===== src/rtl/dot_product_pkg.sv =====
// Shared encodings and default widths for the dot-product sequencer and its bench.
package dot_product_pkg;

    localparam int DATA_WIDTH_DEF = 8;
    localparam int ADDR_WIDTH_DEF = 4;
    localparam int ACC_WIDTH_DEF  = 2 * DATA_WIDTH_DEF + ADDR_WIDTH_DEF;

    typedef enum logic [1:0] {
        ST_IDLE  = 2'd0,
        ST_READ  = 2'd1,
        ST_DRAIN = 2'd2,
        ST_DONE  = 2'd3
    } state_t;

endpackage


===== src/rtl/mac_accumulator.sv =====
// Registered unsigned multiply-accumulate with synchronous clear; wraps modulo 2**ACC_WIDTH.
module mac_accumulator
    import dot_product_pkg::*;
#(
    parameter int DATA_WIDTH = DATA_WIDTH_DEF,
    parameter int ACC_WIDTH  = ACC_WIDTH_DEF
) (
    input  logic                  clk,
    input  logic                  rst_n,
    input  logic                  clr,
    input  logic                  en,
    input  logic [DATA_WIDTH-1:0] a,
    input  logic [DATA_WIDTH-1:0] b,
    output logic [ACC_WIDTH-1:0]  acc
);

    logic [2*DATA_WIDTH-1:0] w_prod;
    logic [ACC_WIDTH-1:0]    w_prod_ext;

    assign w_prod     = {{DATA_WIDTH{1'b0}}, a} * {{DATA_WIDTH{1'b0}}, b};
    assign w_prod_ext = {{(ACC_WIDTH-2*DATA_WIDTH){1'b0}}, w_prod};

    // Accumulator: clear has priority over a pending product.
    always_ff @(posedge clk or negedge rst_n) begin
        if (!rst_n) begin
            acc <= {ACC_WIDTH{1'b0}};
        end else if (clr) begin
            acc <= {ACC_WIDTH{1'b0}};
        end else if (en) begin
            acc <= acc + w_prod_ext;
        end else begin
            acc <= acc;
        end
    end

endmodule


===== src/rtl/dot_product_ctrl.sv =====
// Dot-product sequencer: streams len operand pairs from two memories, accumulates the
// products and offers the sum on a valid/ready port.
module dot_product_ctrl
    import dot_product_pkg::*;
#(
    parameter int DATA_WIDTH = DATA_WIDTH_DEF,
    parameter int ADDR_WIDTH = ADDR_WIDTH_DEF,
    parameter int ACC_WIDTH  = 2 * DATA_WIDTH + ADDR_WIDTH
) (
    input  logic                  clk,
    input  logic                  rst_n,
    input  logic                  start,
    input  logic [ADDR_WIDTH:0]   len,
    input  logic [ADDR_WIDTH-1:0] base_a,
    input  logic [ADDR_WIDTH-1:0] base_b,
    output logic                  busy,
    output logic                  rd_en,
    output logic [ADDR_WIDTH-1:0] rd_addr_a,
    output logic [ADDR_WIDTH-1:0] rd_addr_b,
    input  logic [DATA_WIDTH-1:0] rd_data_a,
    input  logic [DATA_WIDTH-1:0] rd_data_b,
    output logic [ACC_WIDTH-1:0]  result,
    output logic                  result_valid,
    input  logic                  result_ready
);

    localparam logic [ADDR_WIDTH-1:0] ADDR_ONE = {{(ADDR_WIDTH-1){1'b0}}, 1'b1};
    localparam logic [ADDR_WIDTH:0]   CNT_ONE  = {{ADDR_WIDTH{1'b0}}, 1'b1};
    localparam logic [ADDR_WIDTH:0]   CNT_ZERO = {(ADDR_WIDTH+1){1'b0}};

    state_t               r_state;
    logic [ADDR_WIDTH:0]  r_left;
    logic                 r_rd_v;
    logic                 w_clr;
    logic [ACC_WIDTH-1:0] w_acc;

    // The accumulator is cleared on the same edge that accepts a command.
    assign w_clr = (r_state == ST_IDLE) && start;

    mac_accumulator #(
        .DATA_WIDTH (DATA_WIDTH),
        .ACC_WIDTH  (ACC_WIDTH)
    ) u_mac (
        .clk   (clk),
        .rst_n (rst_n),
        .clr   (w_clr),
        .en    (r_rd_v),
        .a     (rd_data_a),
        .b     (rd_data_b),
        .acc   (w_acc)
    );

    // Sequencer FSM with registered outputs; r_left counts reads still to issue after this one.
    always_ff @(posedge clk or negedge rst_n) begin
        if (!rst_n) begin
            r_state      <= ST_IDLE;
            r_left       <= CNT_ZERO;
            r_rd_v       <= 1'b0;
            busy         <= 1'b0;
            rd_en        <= 1'b0;
            rd_addr_a    <= {ADDR_WIDTH{1'b0}};
            rd_addr_b    <= {ADDR_WIDTH{1'b0}};
            result       <= {ACC_WIDTH{1'b0}};
            result_valid <= 1'b0;
        end else begin
            r_rd_v <= rd_en;
            case (r_state)
                ST_IDLE: begin
                    if (start) begin
                        busy      <= 1'b1;
                        rd_addr_a <= base_a;
                        rd_addr_b <= base_b;
                        if (len == CNT_ZERO) begin
                            r_state <= ST_DONE;
                            r_left  <= CNT_ZERO;
                            rd_en   <= 1'b0;
                        end else begin
                            r_state <= ST_READ;
                            r_left  <= len - CNT_ONE;
                            rd_en   <= 1'b1;
                        end
                    end else begin
                        busy  <= 1'b0;
                        rd_en <= 1'b0;
                    end
                end
                ST_READ: begin
                    if (r_left == CNT_ZERO) begin
                        rd_en   <= 1'b0;
                        r_state <= ST_DRAIN;
                    end else begin
                        r_left    <= r_left - CNT_ONE;
                        rd_addr_a <= rd_addr_a + ADDR_ONE;
                        rd_addr_b <= rd_addr_b + ADDR_ONE;
                    end
                end
                ST_DRAIN: begin
                    r_state <= ST_DONE;
                end
                ST_DONE: begin
                    if (result_valid && result_ready) begin
                        result_valid <= 1'b0;
                        busy         <= 1'b0;
                        r_state      <= ST_IDLE;
                    end else begin
                        result_valid <= 1'b1;
                        result       <= w_acc;
                    end
                end
                default: begin
                    r_state      <= ST_IDLE;
                    busy         <= 1'b0;
                    rd_en        <= 1'b0;
                    result_valid <= 1'b0;
                end
            endcase
        end
    end

endmodule


===== config.mk =====
export PLATFORM = sky130hd
export DESIGN_NAME = dot_product_ctrl
export DESIGN_NICKNAME = d
export VERILOG_FILES = /design/src/rtl/dot_product_pkg.sv /design/src/rtl/mac_accumulator.sv /design/src/rtl/dot_product_ctrl.sv
export SDC_FILE = /design/constraint.sdc
export NUM_CORES = 1
export LEC_CHECK = 0
export CAP_MARGIN = 10
export CORE_UTILIZATION = 58
export DETAILED_ROUTE_END_ITERATION = 16
export PLACE_DENSITY = 0.82
export SLEW_MARGIN = 25
export SYNTH_ARGS = -nofsm -noshare
export SYNTH_HDL_FRONTEND = slang
export SYNTH_SLANG_ARGS = --single-unit

===== constraint.sdc =====
create_clock -name clk -period 5.4 [get_ports clk]
set_clock_uncertainty 0.15 [all_clocks]
set_input_delay 1.35 -clock clk [delete_from_list [all_inputs] [get_ports clk]]
set_output_delay 1.35 -clock clk [all_outputs]
set_load 0.005 [all_outputs]

# == Yosys cells after proc, flatten, opt, wreduce, memory -nomap -nowiden ==
# Index checks and enable logic that the tools add are counted.
# op_classes
reduce_logical,13
n_mul,1
mux,25
eq_ne,7
n_bitwise,1
n_addsub,5
# ops
operator,count
$mux 20,2
$add 20x16->20,1
$mul 8x8->16,1
$mux 4,4
$pmux 4 s2,2
$mux 5,3
$logic_not 5->1,2
$pmux 5 s2,1
$sub 5x1->5 const B,2
$add 4x1->4 const B,2
$mux 2,4
$ne 2x2->1 const B,4
$pmux 2 s4,1
$mux 1,6
$reduce_and 2->1,3
$reduce_and 3->1,2
$reduce_bool 2->1,3
$eq 2x2->1 const B,2
$pmux 1 s2,2
$eq 2x1->1 const B,1
$logic_and 1x1->1,2
$logic_not 2->1,1
$not 1->1,1
# totals
out_inout_bits,31
word_cells,62
ff_bits,59

# == Depth between registers and ports, before layout ==
# depth
word_depth,4
mapped_depth,18
ltp_nobuf,17

# == Modules after synthesis ==
# Synthesis repeated with hierarchy kept, for this count alone.
# unflattened
cells_unflattened,632
hier_area_um2,5723.0
# by_module_without_submodules
mod,area_per_inst_um2,instances,cells_each
mac_accumulator,3772.4,1,450
dot_product_ctrl,1950.6,1,182

# == Least setup slack after synthesis ==
# OpenSTA, ideal clock, no wires.
# synth_timing
kind,in2reg
from,input port rd_data_b[1]
to,register u_mac.acc[14]
required_time_ps,5128
cell_stages,16
slack_ps,-113
n_path_buf,1
t_arrival_ps,5242
cell_sequence,clkbuf_1 > nand2_1 > fa_1 > inv_1 > fa_1 > fa_1 > inv_1 > fa_1 > inv_1 > ha_1 > a21o_1 > a31oi_2 > a21o_2 > a211oi_1 > or3_1 > a32o_1
# synth_between
elab_chain_len,4
# synth_rtl
item,line,text
from (decl),dot_product_ctrl.sv:21,"input logic [DATA_WIDTH-1:0] rd_data_b,"
$mul 8x8->16,mac_accumulator.sv:20,"assign w_prod = {{DATA_WIDTH{1'b0}}, a} * {{DATA_WIDTH{1'b0}}, b};"
$add 20x16->20,mac_accumulator.sv:30,acc <= acc + w_prod_ext;
$mux 20,mac_accumulator.sv:29,end else if (en) begin
$mux 20,mac_accumulator.sv:27,end else if (clr) begin
to (signal assigned),mac_accumulator.sv:26,acc <= {ACC_WIDTH{1'b0}};
to (signal assigned),mac_accumulator.sv:28,acc <= {ACC_WIDTH{1'b0}};
to (signal assigned),mac_accumulator.sv:30,
to (decl),mac_accumulator.sv:14,output logic [ACC_WIDTH-1:0] acc
# Every way passes these cells. The select of a mux whose other input is x is not followed.
# A chain may end at the register's enable or synchronous reset.

# == Worst setup path in the final report ==
# Ends and elaborated chain as after synthesis.

==> out/qor.tcl <==
set qor(status) {complete, no violations}
set qor(place.detailed.instances) 782
set qor(ys_async_sr_fraction_pct) 100.0
set qor(number_of_i_o_pins) 64
set qor(track_usage_pct) 29.69
set qor(clk_latency_ps) 350
set qor(timing_max_transition_violations_final) 0
set qor(critPathCaptureType) {flip-flop}
set qor(antenna_cells_inserted) 0
set qor(dominant_register_cell_in_the_synthesized_netlist) {dfrtp_1}
set qor(die_h_um) 98.68
set qor(grt_first_pass_wirelength_um) 22730
set qor(drtPass1Iterations) 4
set qor(post_synth_instance_area_um2) 5421
set qor(crit_path_max_fanout) 5
set qor(clock_path_buffers) 2
set qor(clk_transition_reported_paths_ps) 70
set qor(via_count) 4611
set qor(ys_top_cells_by_area) {dfrtp_1 (27%), fa_1 (18%), ha_1 (12%), inv_1 (7.6%), and2_1 (3.8%)}
set qor(wl_per_cell_um) 17.77
set qor(netlist_instances) 582
set qor(nets) 821
set qor(hold_path.class) {reg2reg}
set qor(setup_viol) 0
set qor(req_time_crit_path_ps) 5480
set qor(h-tree-depth) 3
set qor(synth-edff-count) 0
set qor(globalRouteOverflowTotal) 0
set qor(synth-warning-count) 0
set qor(post_synth_num_cell_types) 50
set qor(maxSlewHeadroom_pct) 33.90
set qor(num_rows) 34
set qor(placement.io_buffers) 63
set qor(maxClockFrequency_ghz) 0.1871
set qor(synth_seq_area_share_pct) 27.23
set qor(ys_seq_elements) 59
set qor(avgViaCountPerCell) 5.757
set qor(worst-slew-pin-transition_ps) 991.5
set qor(synthesis.nets) 715
set qor(cts_inserted_buffers) 9
set qor(number_of_antenna_violations_at_the_first_check_in_global_routing) 0
set qor(core-area_um2) 8891
set qor(dr.first_iter.drc_count) 172
set qor(clock_sink_count) 59
set qor(drv_cap) 0
set qor(tritoncts_clock_tree) {yes}
set qor(post_layout_nonfiller_instances) 801
set qor(synthDominantAreaCellType) {dfrtp_1}
set qor(share_of_yosys_cell_area_claimed_by_the_top_area_cell_type_pct) 27.23
set qor(layout.cells.most_common) {inv_1}
set qor(die_width_um) 98.68
set qor(cts_root_buf) {clkbuf_8}
set qor(most-common-layout-cells) {inv_1 (110), dfrtp_1 (59), fa_1 (49), buf_4 (47), clkdlybuf4s50_1 (46)}
set qor(final_antenna_net_count) 0
set qor(grt_max_degree) 60
set qor(post-route-min-period_ps) 5344
set qor(mean_post_synth_cell_area_um2) 9.315
set qor(dp.final_hpwl_um) 10320
set qor(route.detailed.drc) 0
set qor(finalWirelength_um) 14230
set qor(period_share_pct) 98.96
set qor(path_class) {in2reg}
set qor(layout_stage_area_growth_over_the_synthesis_result_pct) 26.22
set qor(first_global_vias) 4938
set qor(timing_hold_violations_final) 0
set qor(gpl.final_weighted_congestion) 0.8689
set qor(hold_slack_ps) 311.4
set qor(postCtsHoldBufs) 0
set qor(crit_path_start_kind) {primary input}
set qor(floorplan.initialDensity_pct) 60.98
set qor(die_area_um2) 9738
set qor(drive_gt1_share_pct) 18.04
set qor(worstPathArrival_ps) 5420
[cells in the mapped netlist (5+ instances only)]
master,count
nor3_1,5
inv_1,110
nand3_1,12
ha_1,50
o21ai_1,5
nand2_1,49
o21a_1,7
fa_1,50
xor2_1,5
o22ai_1,7
clkbuf_1,10
dfrtp_1,59
nor2_1,31
mux2_2,9
a21o_1,6
and2_1,33
mux2i_1,13
mux2_1,12
a21oi_1,34
o21ai_0,21
[critical path, cell delays in order]
cell and delay (ps):
clkdlybuf4s15_2 230, buf_4 150, nand2_1 80, fa_1 520, inv_1 60, fa_1 460, ha_1 290, inv_1 50
fa_1 570, inv_1 60, ha_1 300, a21oi_2 180, nand4b_1 220, a21o_2 190, a211oi_2 70, or3_1 320
a32o_1 290
[worst paths after layout]
| kind | from | to | slack (ps) | cells past startpoint |
|---|---|---|---|---|
| min in group asynchronous | rst_n | u_mac.acc[18]$_DFFE_PN0P_ | 1010 | 2 |
| setup / recovery | rd_data_b[1] | u_mac.acc[14]$_DFFE_PN0P_ | 60 | 17 |
| setup reg to reg | u_mac.acc[7]$_DFFE_PN0P_ | u_mac.acc[14]$_DFFE_PN0P_ | 950 | 15 |
| hold reg to reg | rd_en$_DFFE_PN0P_ | r_rd_v$_DFF_PN0_ | 310 | 0 |
| max in group asynchronous | rst_n | r_left[2]$_DFFE_PN0P_ | 3590 | 2 |
| hold / removal | rd_en$_DFFE_PN0P_ | r_rd_v$_DFF_PN0_ | 310 | 0 |
[final cells by class]
cell class              count  area [µm²]
well taps                 108       135.1
fillers                   576        2048
clock buffers              11       141.4
clock inverters             5       100.1
repair buffers            111       940.9
flip-flops and latches     59        1476
multi-input cells         397        3636
inverters                 110       412.9
[sequential cells by signal, indices dropped and copies added (netlist names)]
name	flops
busy	1
r_rd_v	1
rd_addr_a	4
r_left	5
result	20
result_valid	1
r_state	2
u_mac.acc	20
rd_addr_b	4
rd_en	1
[per-layer routing]
metal | global-route usage [%] | routed length, µm | vias to the layer above
met5 | 0 | 0 | -
met4 | 10.22 | 395 | 0
met3 | 4.752 | 620 | 41
met2 | 54.33 | 7500 | 184
met1 | 35.57 | 5716 | 2276
li1 | - | - | 2110
[what timing repair did]
item	4_1_cts	5_1_grt
setup buffers	1	2
pin swaps	5	15
gates cloned	0	0
resized for setup	48	49
setup endpoints to repair	12	11
[cells by family (layout without fill, tap and decap cells)]
| group | Yosys count | in the layout | share of synthesized area (%) |
|---|---|---|---|
| compound gates | 105 | 105 | 11.98 |
| xor+xnor | 9 | 9 | 1.454 |
| fa+ha+maj | 100 | 100 | 30.00 |
| buf+inv | 126 | 237 | 9.001 |
| flops | 59 | 59 | 27.23 |
| mux | 34 | 34 | 6.762 |
| simple gates | 149 | 149 | 13.57 |
[through the flow]
stage,utilization (%),cell area (µm²),setup TNS [ps],setup slack [ps]
after floorplan,-,5438,0,62.32
after global placement,72.67,6461,-5886,-615.5
after detailed placement,72.70,6464,-7462,-777.4
after CTS,75.60,6721,0,2.752
after global routing,76.96,6843,-100.2,-46.06
final,76.96,6843,0,56.24
Power is not shown: default switching activity piles up to over one toggle a cycle in this logic, so the estimate is an artifact.
